--- config.mk ---
export PLATFORM = sky130hd
export DESIGN_NAME = counter_nb_down
export DESIGN_NICKNAME = d
export VERILOG_FILES = /design/src/rtl/counter_pkg.sv /design/src/rtl/decr_nb.sv /design/src/rtl/counter_nb_down.sv
export SDC_FILE = /design/constraint.sdc
export NUM_CORES = 1
export LEC_CHECK = 0
export CORE_AREA = 3 3 40 42
export DETAILED_ROUTE_END_ITERATION = 10
export DIE_AREA = 0 0 43 45
export GPL_TIMING_DRIVEN = 0
export SLEW_MARGIN = 15
export SYNTH_ARGS = -nofsm -noshare
export SYNTH_HDL_FRONTEND = slang
export SYNTH_SLANG_ARGS = --single-unit
export TNS_END_PERCENT = 5
--- constraint.sdc ---
create_clock -name i_clk -period 1.37 [get_ports i_clk]
set_input_delay 0.274 -clock i_clk [delete_from_list [all_inputs] [get_ports i_clk]]
set_output_delay 0.274 -clock i_clk [all_outputs]
set_load 0.01 [all_outputs]
--- src/rtl/counter_pkg.sv ---
// Shared definitions for the SimpleProcessor counter family.
//   counter_state_t        : two-state run control {IDLE, RUN}
//   COUNTER_WIDTH_DEFAULT  : default counter/load width in bits
package counter_pkg;

  typedef enum logic {
    IDLE = 1'b0,
    RUN  = 1'b1
  } counter_state_t;

  localparam int unsigned COUNTER_WIDTH_DEFAULT = 4;

endpackage

--- src/rtl/decr_nb.sv ---
// Combinational WIDTH-bit decrementer built as a ripple borrow chain.
// Ports:
//   value  : operand
//   dec    : value - 1 (modulo 2^WIDTH)
//   is_one : value == 1, used for terminal-step detection
module decr_nb #(
  parameter int unsigned WIDTH = 4
) (
  input  logic [WIDTH-1:0] value,
  output logic [WIDTH-1:0] dec,
  output logic             is_one
);

  // borrow[i] is the borrow into bit i; subtracting one injects a borrow at bit 0.
  logic [WIDTH-1:0] borrow;

  assign borrow[0] = 1'b1;

  for (genvar i = 0; i < WIDTH; i++) begin : g_diff
    assign dec[i] = value[i] ^ borrow[i];
  end

  for (genvar i = 0; i < WIDTH - 1; i++) begin : g_borrow
    assign borrow[i+1] = ~value[i] & borrow[i];
  end

  assign is_one = value[0] & ~(|value[WIDTH-1:1]);

endmodule

--- src/rtl/counter_nb_down.sv ---
// Loadable down counter/timer. Decrements once per enabled cycle while
// running; on the terminal step (count 1 -> next) it pulses o_done and
// either stops at 0 (one-shot) or reloads the start value (auto-reload).
// Configuration macro: COUNTER_DN_RELOAD_EN adds the i_mode port and the
// auto-reload behaviour; without it the block is always one-shot.
// Ports:
//   i_clk    : clock, rising edge
//   i_rst    : synchronous active-high reset
//   i_load   : load strobe (priority over stepping)
//   i_input  : start value captured on load
//   i_mode   : 0 one-shot, 1 auto-reload, captured on load (macro only)
//   i_en     : count enable, one step per cycle in RUN
//   o_count  : current count (registered)
//   o_busy   : high while running (registered state)
//   o_zero   : count == 0, decoded from the count register
//   o_done   : one-cycle completion pulse (registered)
module counter_nb_down
  import counter_pkg::*;
#(
  parameter int unsigned WIDTH = COUNTER_WIDTH_DEFAULT
) (
  input  logic             i_clk,
  input  logic             i_rst,
  input  logic             i_load,
  input  logic [WIDTH-1:0] i_input,
`ifdef COUNTER_DN_RELOAD_EN
  input  logic             i_mode,
`endif
  input  logic             i_en,
  output logic [WIDTH-1:0] o_count,
  output logic             o_busy,
  output logic             o_zero,
  output logic             o_done
);

  counter_state_t   state, state_nxt;
  logic [WIDTH-1:0] count, count_nxt;
  logic [WIDTH-1:0] count_dec;
  logic             count_is_one;
  logic             done, done_nxt;
`ifdef COUNTER_DN_RELOAD_EN
  logic [WIDTH-1:0] reload, reload_nxt;
  logic             mode, mode_nxt;
`endif

  decr_nb #(.WIDTH(WIDTH)) u_decr (
    .value  (count),
    .dec    (count_dec),
    .is_one (count_is_one)
  );

  always_comb begin
    state_nxt  = state;
    count_nxt  = count;
    done_nxt   = 1'b0;
`ifdef COUNTER_DN_RELOAD_EN
    reload_nxt = reload;
    mode_nxt   = mode;
`endif
    if (i_load) begin
      count_nxt  = i_input;
`ifdef COUNTER_DN_RELOAD_EN
      reload_nxt = i_input;
      mode_nxt   = i_mode;
`endif
      state_nxt  = (i_input != '0) ? RUN : IDLE;
    end else if (state == RUN && i_en) begin
      if (count_is_one) begin
        done_nxt = 1'b1;
`ifdef COUNTER_DN_RELOAD_EN
        if (mode) begin
          count_nxt = reload;
        end else begin
          count_nxt = '0;
          state_nxt = IDLE;
        end
`else
        count_nxt = '0;
        state_nxt = IDLE;
`endif
      end else begin
        count_nxt = count_dec;
      end
    end
  end

  always_ff @(posedge i_clk) begin
    if (i_rst) begin
      state  <= IDLE;
      count  <= '0;
      done   <= 1'b0;
`ifdef COUNTER_DN_RELOAD_EN
      reload <= '0;
      mode   <= 1'b0;
`endif
    end else begin
      state  <= state_nxt;
      count  <= count_nxt;
      done   <= done_nxt;
`ifdef COUNTER_DN_RELOAD_EN
      reload <= reload_nxt;
      mode   <= mode_nxt;
`endif
    end
  end

  assign o_count = count;
  assign o_busy  = (state == RUN);
  assign o_zero  = (count == '0);
  assign o_done  = done;

endmodule

==> impl_metrics.ini <==
[logic_synthesis]
yosysUniqueCellTypes = 16
avgSynthCellArea_um2 = 8.93
yosys.area.top_type_share = 0.364
yosys_warnings = 0
synth_top_cell_by_area = dfxtp_1
synth-seq-cells = 6
synth_fp_nets = 47
yosysSeqAreaShare = 0.364
yosys-top-cells-area = dfxtp_1, ha_1, nand3b_1, or4_1, a31oi_1
synth_area_um2 = 330
synth_cells = 37

[critical_path]
crit_path_frequent_cell = ha_4
reg2regPathDepth = 5
cp_slowest_cell = or4_4
crit_chain = inv_4 > ha_4 > ha_4 > or4_4 > a31oi_1
path_class = reg2reg
endpoint_kind = register
crit_path_max_fanout = 3
cp.arrival_ps = 1640
critPathLaunchType = register
crit_path_max_incr_delay_ps = 490
crit_required_ps = 1540

[clock_tree]
clockRootBuffer = clkbuf_4
cts.sinks = 6
htree_levels = 1
path_clk_slew_ps = 50
clock_latency_ps = 240
clock_path_buffers = 2
cts_tree = yes
cts_inserted_buffers = 3

[floorplanning]
core-area_um2 = 1280
die_h_um = 45
design.die.area_um2 = 1940
die_w_um = 43
ios = 15
initial_core_util = 0.257
rows = 13

[status]
status = complete, but fails checks
violations = negative setup slack

[sta]
finClkSkew_ps = 4.87
timing.final.crit_period_ps = 1470
fin_crit_sh = 1.07
worst_pin_slew_ps = 441
slew_violations = 0
tns_ps = -141
relSlewSlack = 0.705
hold_violations = 0
layout_setup_ws_ps = -102
hold_ws_ps = 544
setup_viol = 2
rsz0062_at_grt = true
fmax_ghz = 0.679

[finish]
fillers = 137
drive_above_1_share = 0.286
layout.nets = 68
antennaDiodeCount = 0
ff_latch_area_um2 = 129
syn_to_final_growth_pct = 69.7
multi_input_area_um2 = 219
utilization = 0.436

[detailed_routing]
dr.first_iter.drc_count = 2
dr.pass1.iters = 4
wl_met2_um = 442
drtAntennaViolNets = 0
vias = 343
wire_per_inst_um = 12.7
m1WireLength_um = 369
via_per_inst = 4.83
highest_layer = met4
wl_met3_um = 79
wl_um = 900
post-route-drc-count = 0

[hold_path]
worst_hold_path_type = reg2reg
hold_depth = 2

[flow_run]
drv_cap = 0

[pwr]
powerDensity_nw_per_um2 = 881
total_leakage_power_nw = 0.235
swShare = 0.269
pwr-share-seq = 0.400
comb_power_share = 0.273
clkPwrFrac = 0.327
vdd_drop_max_uv = 588
p_sw_mw = 0.133
intPower_mw = 0.361

[grt]
grt_pass1_vias = 322
grt_overflow = 0
grt.total_usage = 0.113
grt_pass1_wl_um = 1550
grt_max_degree = 11
antenna_found_initial = 0

[placed_design]
gp_congestion = 0.747
hpwl_um = 673
io_buffers = 14
final cells by class:
cell class	instances	share of cell area
multi-input combinational	25	0.391
timing repair buffer	16	0.261
sequential	6	0.230
clock buffer	3	0.0402
inverter	5	0.0379
tap	15	0.0335
buffer	1	0.00670
cells in the mapped netlist:
cell type	number
a211o_1	1
a21oi_1	2
a31oi_1	3
clkbuf_1	1
dfxtp_1	6
ha_1	2
inv_1	5
nand2_1	4
nand3b_1	3
nor3b_1	1
nor4b_1	1
nor4b_2	1
o21a_1	1
o41ai_1	1
or4_1	3
xnor2_1	2
cell usage in the layout, fill, tap and decap left out:
cell / netlist / routed
o21a_1: 1 / 1
clkdlybuf4s50_1: 0 / 7
nand2_1: 4 / 3
or4_4: 0 / 1
dlymetal6s2s_1: 0 / 1
nor3b_1: 1 / 1
a21oi_1: 2 / 2
a211o_1: 1 / 1
nand2_2: 0 / 1
buf_4: 0 / 2
clkbuf_1: 1 / 1
nor4b_1: 1 / 1
inv_1: 5 / 3
nand3b_1: 3 / 3
buf_2: 0 / 1
dfxtp_1: 6 / 3
nor4b_2: 1 / 1
inv_4: 0 / 1
inv_2: 0 / 1
dfxtp_2: 0 / 1
a31oi_1: 3 / 3
or4_1: 3 / 2
o41ai_1: 1 / 1
dlygate4sd2_1: 0 / 5
clkbuf_4: 0 / 3
ha_4: 0 / 2
dfxtp_4: 0 / 2
xnor2_1: 2 / 2
final timing paths:
check              from    endpoint  slack (ps)
max          o_count[0]  o_count[2]        -100
min          o_count[3]  o_count[3]         540
max reg2reg  o_count[0]  o_count[2]        -100
min reg2reg  o_count[3]  o_count[3]         540
stage by stage:
| step | instance area [um2] | power (mW) | setup WS (ps) | cells |
|---|---|---|---|---|
| 3_5_place_dp | 522 | 0.338 | -315 | 66 |
| 2_1_floorplan | 363 | 0.265 | -126 | 37 |
| 5_1_grt | 561 | 0.534 | -159 | 71 |
| 4_1_cts | 549 | 0.498 | -103 | 71 |
| 3_3_place_gp | 522 | 0.331 | -285 | 66 |
| 6_report | 561 | 0.494 | -102 | 71 |
timing repair:
item / in CTS / in global routing
pin swaps: 3 / 3
resized for setup: 10 / 4
cloned: 0 / 0
setup endpoints to repair: 8 / 7
hold buffers: 0 / 0
setup buffers: 2 / 0
state kept, by name (all words and copies together), names as in the netlist:
signal	cells
o_busy	1
o_done	1
o_count	4
power groups by stage:
stage,clock [mW],sequential (mW),combinational (mW)
global placement,0,0.202,0.130
CTS,0.167,0.196,0.135
global route,0.182,0.200,0.152
floorplan,0,0.205,0.0606
detailed placement,0,0.202,0.136
finish,0.162,0.198,0.135
critical path, delay by kind of cell (launching register included):
family          cells  cell delay [ps]
flops               1              360
fa+ha+maj           2              350
buf+inv             1               40
simple gates        1              490
compound gates      1              160
logic make-up (layout without fill, tap and decap cells):
group | count (synthesis) | after routing | synth area share
adder cells (fa/ha/maj) | 2 | 2 | 0.0757
XOR/XNOR | 2 | 2 | 0.0530
AO/OA/AOI/OAI | 8 | 8 | 0.163
flip-flops | 6 | 6 | 0.364
AND/OR/NAND/NOR | 13 | 13 | 0.276
buffers and inverters | 6 | 25 | 0.0682
per-layer routing:
| metal | GRT usage | up-vias |
|---|---|---|
| met5 | 0 | - |
| met2 | 0.186 | 13 |
| li1 | - | 173 |
| met3 | 0.0717 | 2 |
| met4 | 0.0181 | 0 |
| met1 | 0.128 | 155 |
(Power assumes the default switching activity.)
